[config.mk]
export PLATFORM = sky130hd
export DESIGN_NAME = quad_decoder
export DESIGN_NICKNAME = d
export VERILOG_FILES = /design/src/rtl/quad_pkg.sv /design/src/rtl/quad_phase_filter.sv /design/src/rtl/quad_decoder.sv
export SDC_FILE = /design/constraint.sdc
export NUM_CORES = 1
export LEC_CHECK = 0
export CAP_MARGIN = 5
export CORE_AREA = 3 3 88 65
export DETAILED_ROUTE_END_ITERATION = 10
export DIE_AREA = 0 0 91 68
export SETUP_SLACK_MARGIN = 0.4
export SYNTH_ARGS = -nofsm -noshare
export SYNTH_HDL_FRONTEND = slang
export SYNTH_SLANG_ARGS = --single-unit
[constraint.sdc]
create_clock -name clk -period 1.45 [get_ports clk]
set_clock_uncertainty 0.05 [all_clocks]
set_input_delay 0.2175 -clock clk [delete_from_list [all_inputs] [get_ports clk]]
set_output_delay 0.2175 -clock clk [all_outputs]
set_load 0.02 [all_outputs]
[src/rtl/quad_pkg.sv]
// Shared types for the quadrature decoder: phase-pair states, resolution modes
// and the helper that recognises one forward step of the Gray sequence.
package quad_pkg;

  typedef enum logic [1:0] {
    S00 = 2'b00,
    S01 = 2'b01,
    S10 = 2'b10,
    S11 = 2'b11
  } quad_state_e;

  typedef enum logic [1:0] {
    X1 = 2'b00,
    X2 = 2'b01,
    X4 = 2'b10
  } quad_mode_e;

  // Forward (A leads B) order is 00 -> 10 -> 11 -> 01 -> 00.
  function automatic logic is_up(input quad_state_e prev, input quad_state_e cur);
    logic r;
    r = 1'b0;
    case (prev)
      S00:     r = (cur == S10);
      S10:     r = (cur == S11);
      S11:     r = (cur == S01);
      S01:     r = (cur == S00);
      default: r = 1'b0;
    endcase
    return r;
  endfunction

endpackage

[src/rtl/quad_phase_filter.sv]
// Two-flop synchroniser followed by a debounce counter: the filtered level only
// follows the synced input after it has differed for FILTER_CYCLES cycles.
module quad_phase_filter #(
  parameter int FILTER_CYCLES = 4
) (
  input  logic clk,
  input  logic rst,
  input  logic raw_in,
  output logic filt_out
);

  localparam int CNT_W = (FILTER_CYCLES > 1) ? $clog2(FILTER_CYCLES) : 1;
  localparam logic [CNT_W-1:0] CNT_LAST = CNT_W'(FILTER_CYCLES - 1);

  logic             sync1_q, sync1_d;
  logic             sync2_q, sync2_d;
  logic             filt_q, filt_d;
  logic [CNT_W-1:0] cnt_q, cnt_d;

  always_comb begin
    sync1_d = raw_in;
    sync2_d = sync1_q;
    filt_d  = filt_q;
    cnt_d   = '0;
    if (sync2_q != filt_q) begin
      if (cnt_q == CNT_LAST) begin
        filt_d = sync2_q;
      end else begin
        cnt_d = cnt_q + CNT_W'(1);
      end
    end
  end

  always_ff @(posedge clk or posedge rst) begin
    if (rst) begin
      sync1_q <= 1'b0;
      sync2_q <= 1'b0;
      filt_q  <= 1'b0;
      cnt_q   <= '0;
    end else begin
      sync1_q <= sync1_d;
      sync2_q <= sync2_d;
      filt_q  <= filt_d;
      cnt_q   <= cnt_d;
    end
  end

  assign filt_out = filt_q;

endmodule

[src/rtl/quad_decoder.sv]
// Quadrature front-end: filtered A/B phases are compared against the previous
// state to produce step/dir strobes for a counter and to flag double-edge errors.
module quad_decoder
  import quad_pkg::*;
#(
  parameter int FILTER_CYCLES = 4,
  parameter int ERR_W         = 8
) (
  input  logic             clk,
  input  logic             rst,
  input  logic             en,
  input  logic             a_in,
  input  logic             b_in,
  input  logic [1:0]       mode,
  input  logic             clr_err,
  output logic             step,
  output logic             dir,
  output logic             err,
  output logic [ERR_W-1:0] err_count
);

  localparam int SETTLE_W = $clog2(FILTER_CYCLES + 4);
  localparam logic [SETTLE_W-1:0] SETTLE_INIT = SETTLE_W'(FILTER_CYCLES + 3);

  logic        a_filt, b_filt;
  quad_state_e cur_state;
  quad_state_e prev_q, prev_d;
  logic [1:0]  delta;
  logic        up, dn, keep, live;

  logic [SETTLE_W-1:0] settle_q, settle_d;
  logic                evt_step_q, evt_step_d;
  logic                evt_up_q, evt_up_d;
  logic                evt_err_q, evt_err_d;
  logic                step_q, step_d;
  logic                dir_q, dir_d;
  logic                err_q, err_d;
  logic [ERR_W-1:0]    err_cnt_q, err_cnt_d;

  quad_phase_filter #(.FILTER_CYCLES(FILTER_CYCLES)) u_filt_a (
    .clk      (clk),
    .rst      (rst),
    .raw_in   (a_in),
    .filt_out (a_filt)
  );

  quad_phase_filter #(.FILTER_CYCLES(FILTER_CYCLES)) u_filt_b (
    .clk      (clk),
    .rst      (rst),
    .raw_in   (b_in),
    .filt_out (b_filt)
  );

  assign cur_state = quad_state_e'({a_filt, b_filt});

  // Stage 1 classifies the transition; stage 2 registers the outputs. The
  // previous state always tracks, so disabled or settling cycles leave no debt.
  always_comb begin
    prev_d   = cur_state;
    settle_d = (settle_q == '0) ? settle_q : settle_q - SETTLE_W'(1);
    live     = en && (settle_q == '0);
    delta    = prev_q ^ cur_state;
    up       = is_up(prev_q, cur_state);
    dn       = is_up(cur_state, prev_q);
    case (mode)
      X1:      keep = (up && prev_q == S00) || (dn && prev_q == S10);
      X2:      keep = delta[1];
      default: keep = 1'b1;
    endcase
    evt_step_d = live && (up || dn) && keep;
    evt_up_d   = up;
    evt_err_d  = live && (delta == 2'b11);

    step_d    = evt_step_q && en;
    err_d     = evt_err_q && en;
    dir_d     = step_d ? evt_up_q : dir_q;
    err_cnt_d = err_cnt_q;
    if (clr_err) begin
      err_cnt_d = '0;
    end else if (err_d && (err_cnt_q != '1)) begin
      err_cnt_d = err_cnt_q + ERR_W'(1);
    end
  end

  always_ff @(posedge clk or posedge rst) begin
    if (rst) begin
      prev_q     <= S00;
      settle_q   <= SETTLE_INIT;
      evt_step_q <= 1'b0;
      evt_up_q   <= 1'b0;
      evt_err_q  <= 1'b0;
      step_q     <= 1'b0;
      dir_q      <= 1'b1;
      err_q      <= 1'b0;
      err_cnt_q  <= '0;
    end else begin
      prev_q     <= prev_d;
      settle_q   <= settle_d;
      evt_step_q <= evt_step_d;
      evt_up_q   <= evt_up_d;
      evt_err_q  <= evt_err_d;
      step_q     <= step_d;
      dir_q      <= dir_d;
      err_q      <= err_d;
      err_cnt_q  <= err_cnt_d;
    end
  end

  assign step      = step_q;
  assign dir       = dir_q;
  assign err       = err_q;
  assign err_count = err_cnt_q;

endmodule

[Word level (Yosys, flattened, before mapping)]
Cells that the tools add are included.
Cells by class
  add/sub/neg operators: 4
  equality and inequality tests: 13
  multiplexer cells: 9
  bitwise logic cells: 1
  reduce and logical (&&, ||, !) cells: 18
Operators by type and width (count)
  $mux 8: 2
  $eq 2x2->1 const B: 7
  $logic_and 1x1->1: 9
  $add 8x1->8 const B: 1
  $mux 2: 4
  $ne 8x8->1 const B: 1
  $pmux 1 s4: 2
  $eq 2x1->1 const B: 3
  $logic_not 2->1: 3
  $add 2x1->2 const B: 2
  $reduce_and 2->1: 2
  $logic_not 3->1: 1
  $sub 3x1->3 const B: 1
  $logic_or 1x1->1: 2
  $ne 1x1->1: 2
  $pmux 1 s2: 1
  $reduce_bool 2->1: 1
  $xor 2x2->2: 1
Storage, ports and cells
  register bits after elaboration: 29
  input bits: 8
  output and inout bits: 11
  logic and storage cells: 62

[Logic depth before layout (Yosys ltp)]
  depth after elaboration: 6
  depth in mapped cells: 5
  mapped depth without buffers: 5

[By module]
A second synthesis with hierarchy kept.
Second synthesis, totals
  cells, all modules: 101
  area total of the unflattened synthesis: 1258.7 um^2
By module, submodules not included
  quad_decoder: times used 1, cells an instance 79, area each 903.4 um^2, seq. area each 480.5 um^2
  quad_phase_filter: times used 2, cells an instance 11, area each 177.7 um^2, seq. area each 125.1 um^2

[Worst setup path after synthesis]
Ideal clock, no wire load.
  path type: reg-to-reg
  start: register err_cnt_q[0], in the netlist err_count[0]
  end: register err_cnt_q[0], in the netlist err_count[0]
  setup time: 125 ps
  arrival time: 1430 ps
  data required time: 1275 ps
  path slack: -154 ps
  stages on the path, launching flop included: 5
  path buffers: 0
  clock period less this slack: 1604 ps
  cells stage by stage: dfrtp_1 -> ha_1 -> and4_1 -> a21boi_2 -> mux2_2
On the way
  word-level cells in the longest chain between the ends: 3
  elaborated cells between the ends (all ways): 6
  classes of those cells: 1 x add/sub; 1 x eq/ne; 2 x mux; 2 x reduce/logical
Ends and longest elaborated chain
  start, declared: line quad_decoder.sv:38  | logic [ERR_W-1:0] err_cnt_q, err_cnt_d;
  start signal, assigned: line quad_decoder.sv:105  | err_cnt_q <= err_cnt_d;
  $add 8x1->8 or $ne 8x8->1 (tied branches): line quad_decoder.sv:81, quad_decoder.sv:80
  $mux 8 or $logic_and 1x1->1 (tied branches): line quad_decoder.sv:80  | end else if (err_d && (err_cnt_q != '1)) begin
  $mux 8 or $reduce_bool 2->1 (tied branches)
Parallel ways exist; a longest one is shown, timed or not. The select of a mux whose other input is x is not followed.
A chain may end at the register's enable or synchronous reset.

[Worst setup path in the final report]
  start: register err_cnt_q[0], in the netlist err_count[0]
  end: register err_cnt_q[4], in the netlist err_count[4]
The elaborated chain is that of the path after synthesis.

==> qor.yml <==
status: "finished clean"
utilization: 0.422
rsz0062_at_grt: "true"
track_usage: 0.102
ys.flop_type: "dfrtp_1"
ys_types: 29
grtUsageMet3: 0.0407
cp_slowest_cell: "dfrtp_2"
areaGrowthSynthToFinish_pct: 59.2
use_met1: 0.106
clkLatencyLatePin_ns: 0.28
drv_slew: 0
cp_top_family: "flip-flops"
drt_first_pass_iters: 4
grt_antenna_before_repair: 0
ctsHtreeMaxLevel: 2
clockRootBuffer: "clkbuf_8"
syn_area_per_cell_um2: 12.3
stdcell_count: 221
powerDensity_nw_per_um2: 1340
multi_input_area_um2: 663
drt_wl_total_um: 2900
syn_inst: 104
crit_buf_inv: 2
antenna_left: 0
drive_gt1_frac: 0.592
ctsHoldBuffers: 0
design_area_um2: 2040
place_area_um2: 1670
grt_max_degree: 30
ios: 19
synth_fp_nets: 117
place_inst: 195
fill_cells: 474
dr.first_iter.drc_count: 18
ys_seq_area_frac: 0.570
die_area_um2: 6190
hpwl_um: 1840
hp-class: "in -> async"
n_antenna_cell: 0
leakage_nw: 0.880
grt_pass1_wl_um: 4770
num-nets-final: 164
num_rows: 21
worst_setup_path_start_kind: "register"
holdWs_ns: 0.228
finalSetupViolations: 0
cp_max_fo: 5
critPathMostFrequentCell: "buf_6"
wire_per_inst_um: 13.1
ir_drop_uv: 603
port_buffers: 18
die_x_um: 91
cap_violations: 0
overflow: 0
period_needed_ns: 1.41
register_area_um2: 741
cp.required_ns: 1.61
synthArstFlopShare: 1.00
ys_warn_count: 0
worstPathCellList: "ha_4 -> buf_6 -> buf_6 -> and4_4 -> a41o_1 -> nor2_1"
r2r_setup_slack_ns: 0.04
drc: 0
arrival_ns: 1.57
start_util: 0.265
clock_sinks: 29
cp-end-kind: "register"
core_um2: 4830
maxSlewHeadroom: 0.850
via_count: 967
synth_edf_count: 0
max_slew.worst_pin.slew_ns: 0.223
critical_path_class: "reg -> reg"
cts_buffer_depth: 2
cpPeakStageDelay_ns: 0.44
fp.dieH_um: 68
synth-seq-cells: 29
grtUsageMet2: 0.185
fmax_mhz: 709
cts-buffers-inserted: 5
drt-vias-per-instance: 4.38
netlist_area_um2: 1280
top_usage_layer: "met2"
tritoncts: "yes"
finalHoldViolCount: 0
post-route-period-util: 0.973
clkSlewWorstSetupHoldPaths_ns: 0.07
gp_congestion: 0.781
grt_pass1_vias: 991
[area by class of cell]
cell class,instances,area share
Multi-Input combinational cell,66,0.325
Clock buffer,6,0.0356
Inverter,4,0.00859
Tap cell,69,0.0423
Timing Repair Buffer,45,0.208
Clock inverter,2,0.0172
Sequential cell,29,0.363
[final timing paths]
| check | from | endpoint | depth (start not counted) |
|---|---|---|---|
| worst max-delay path | err_count[0] | err_count[4] | 6 |
| worst min-delay path | rst | evt_err_q | 3 |
| worst max register to register | err_count[0] | err_count[4] | 6 |
| worst min register to register | u_filt_b.sync1_q | u_filt_b.sync2_q | 0 |
| max in group asynchronous | rst | settle_q[0] | 3 |
| min in group clk | u_filt_b.sync1_q | u_filt_b.sync2_q | 0 |
[per-layer routing]
| metal | wire length (um) | share of wire | vias to the layer above |
|---|---|---|---|
| met5 | 0 | 0 | - |
| met4 | 52 | 0.018 | 0 |
| met3 | 193 | 0.067 | 7 |
| met2 | 1510 | 0.52 | 24 |
| met1 | 1140 | 0.39 | 477 |
| li1 | - | - | 459 |
[through the flow]
step | power, W | setup TNS (ns) | setup WS (ns)
2_1_floorplan | 0.00154 | 0 | 0.0347
3_3_place_gp | 0.00171 | -0.458 | -0.138
3_5_place_dp | 0.00175 | -0.657 | -0.150
4_1_cts | 0.00270 | 0 | 0.0647
5_1_grt | 0.00291 | -0.0148 | -0.0148
6_report | 0.00273 | 0 | 0.0397
[cells in the final DEF (no fill, tap or decap), types with 4 or more instances in the layout]
cell             synthesis  final
buf_4                    0     20
dfrtp_1                 25     17
buf_6                    1     16
dfrtp_2                  0      8
clkdlybuf4s50_1          0      6
clkbuf_8                 0      5
nor2b_1                  6      4
nor2_1                   5      4
xnor2_1                  6      4
dfstp_2                  4      4
[worst min-delay path, delay by kind of cell]
kind,cells,cell delay (ns)
buf+inv,3,0.69
[what timing repair did]
action,in CTS,in global routing
gates resized for setup,64,29
buffers inserted,10,8
pin swaps,5,7
setup endpoints to repair,25,28
gates cloned,0,0
[state kept, by name, indices dropped and copies added, names as in the netlist, 2 cells and up]
signal / flops
err_count: 8
settle_q: 3
prev_q: 2
u_filt_a.cnt_q: 2
u_filt_b.cnt_q: 2
[logic make-up after synthesis]
group / Yosys count / share of synthesized area
XOR/XNOR: 7 / 0.0479
AND/OR/NAND/NOR: 31 / 0.139
AO/OA/AOI/OAI: 16 / 0.0908
adder cells (fa/ha/maj): 5 / 0.0488
buffers and inverters: 9 / 0.0342
multiplexers: 7 / 0.0693
flip-flops: 29 / 0.570
[power breakdown]
| part | leakage [nW] | switching [W] | internal [W] | total, W |
|---|---|---|---|---|
| combinational | 0.471 | 0.000294 | 0.000487 | 0.000781 |
| sequential | 0.354 | 0.000134 | 0.000994 | 0.00113 |
| clock | 0.0552 | 0.000309 | 0.000509 | 0.000818 |
| total | 0.880 | 0.000736 | 0.00199 | 0.00273 |
[synthesized netlist by cell type (4+ instances only)]
cell	n	area, um^2
inv_1	4	15.0
nor2_1	5	18.8
nand2_1	4	15.0
a21oi_1	4	20.0
dfstp_2	4	105
nor2b_1	6	37.5
ha_1	5	62.6
mux2_2	5	56.3
and4_1	5	43.8
xnor2_1	6	52.6
dfrtp_1	25	626
No activity file was read; power rests on OpenSTA's default activity.
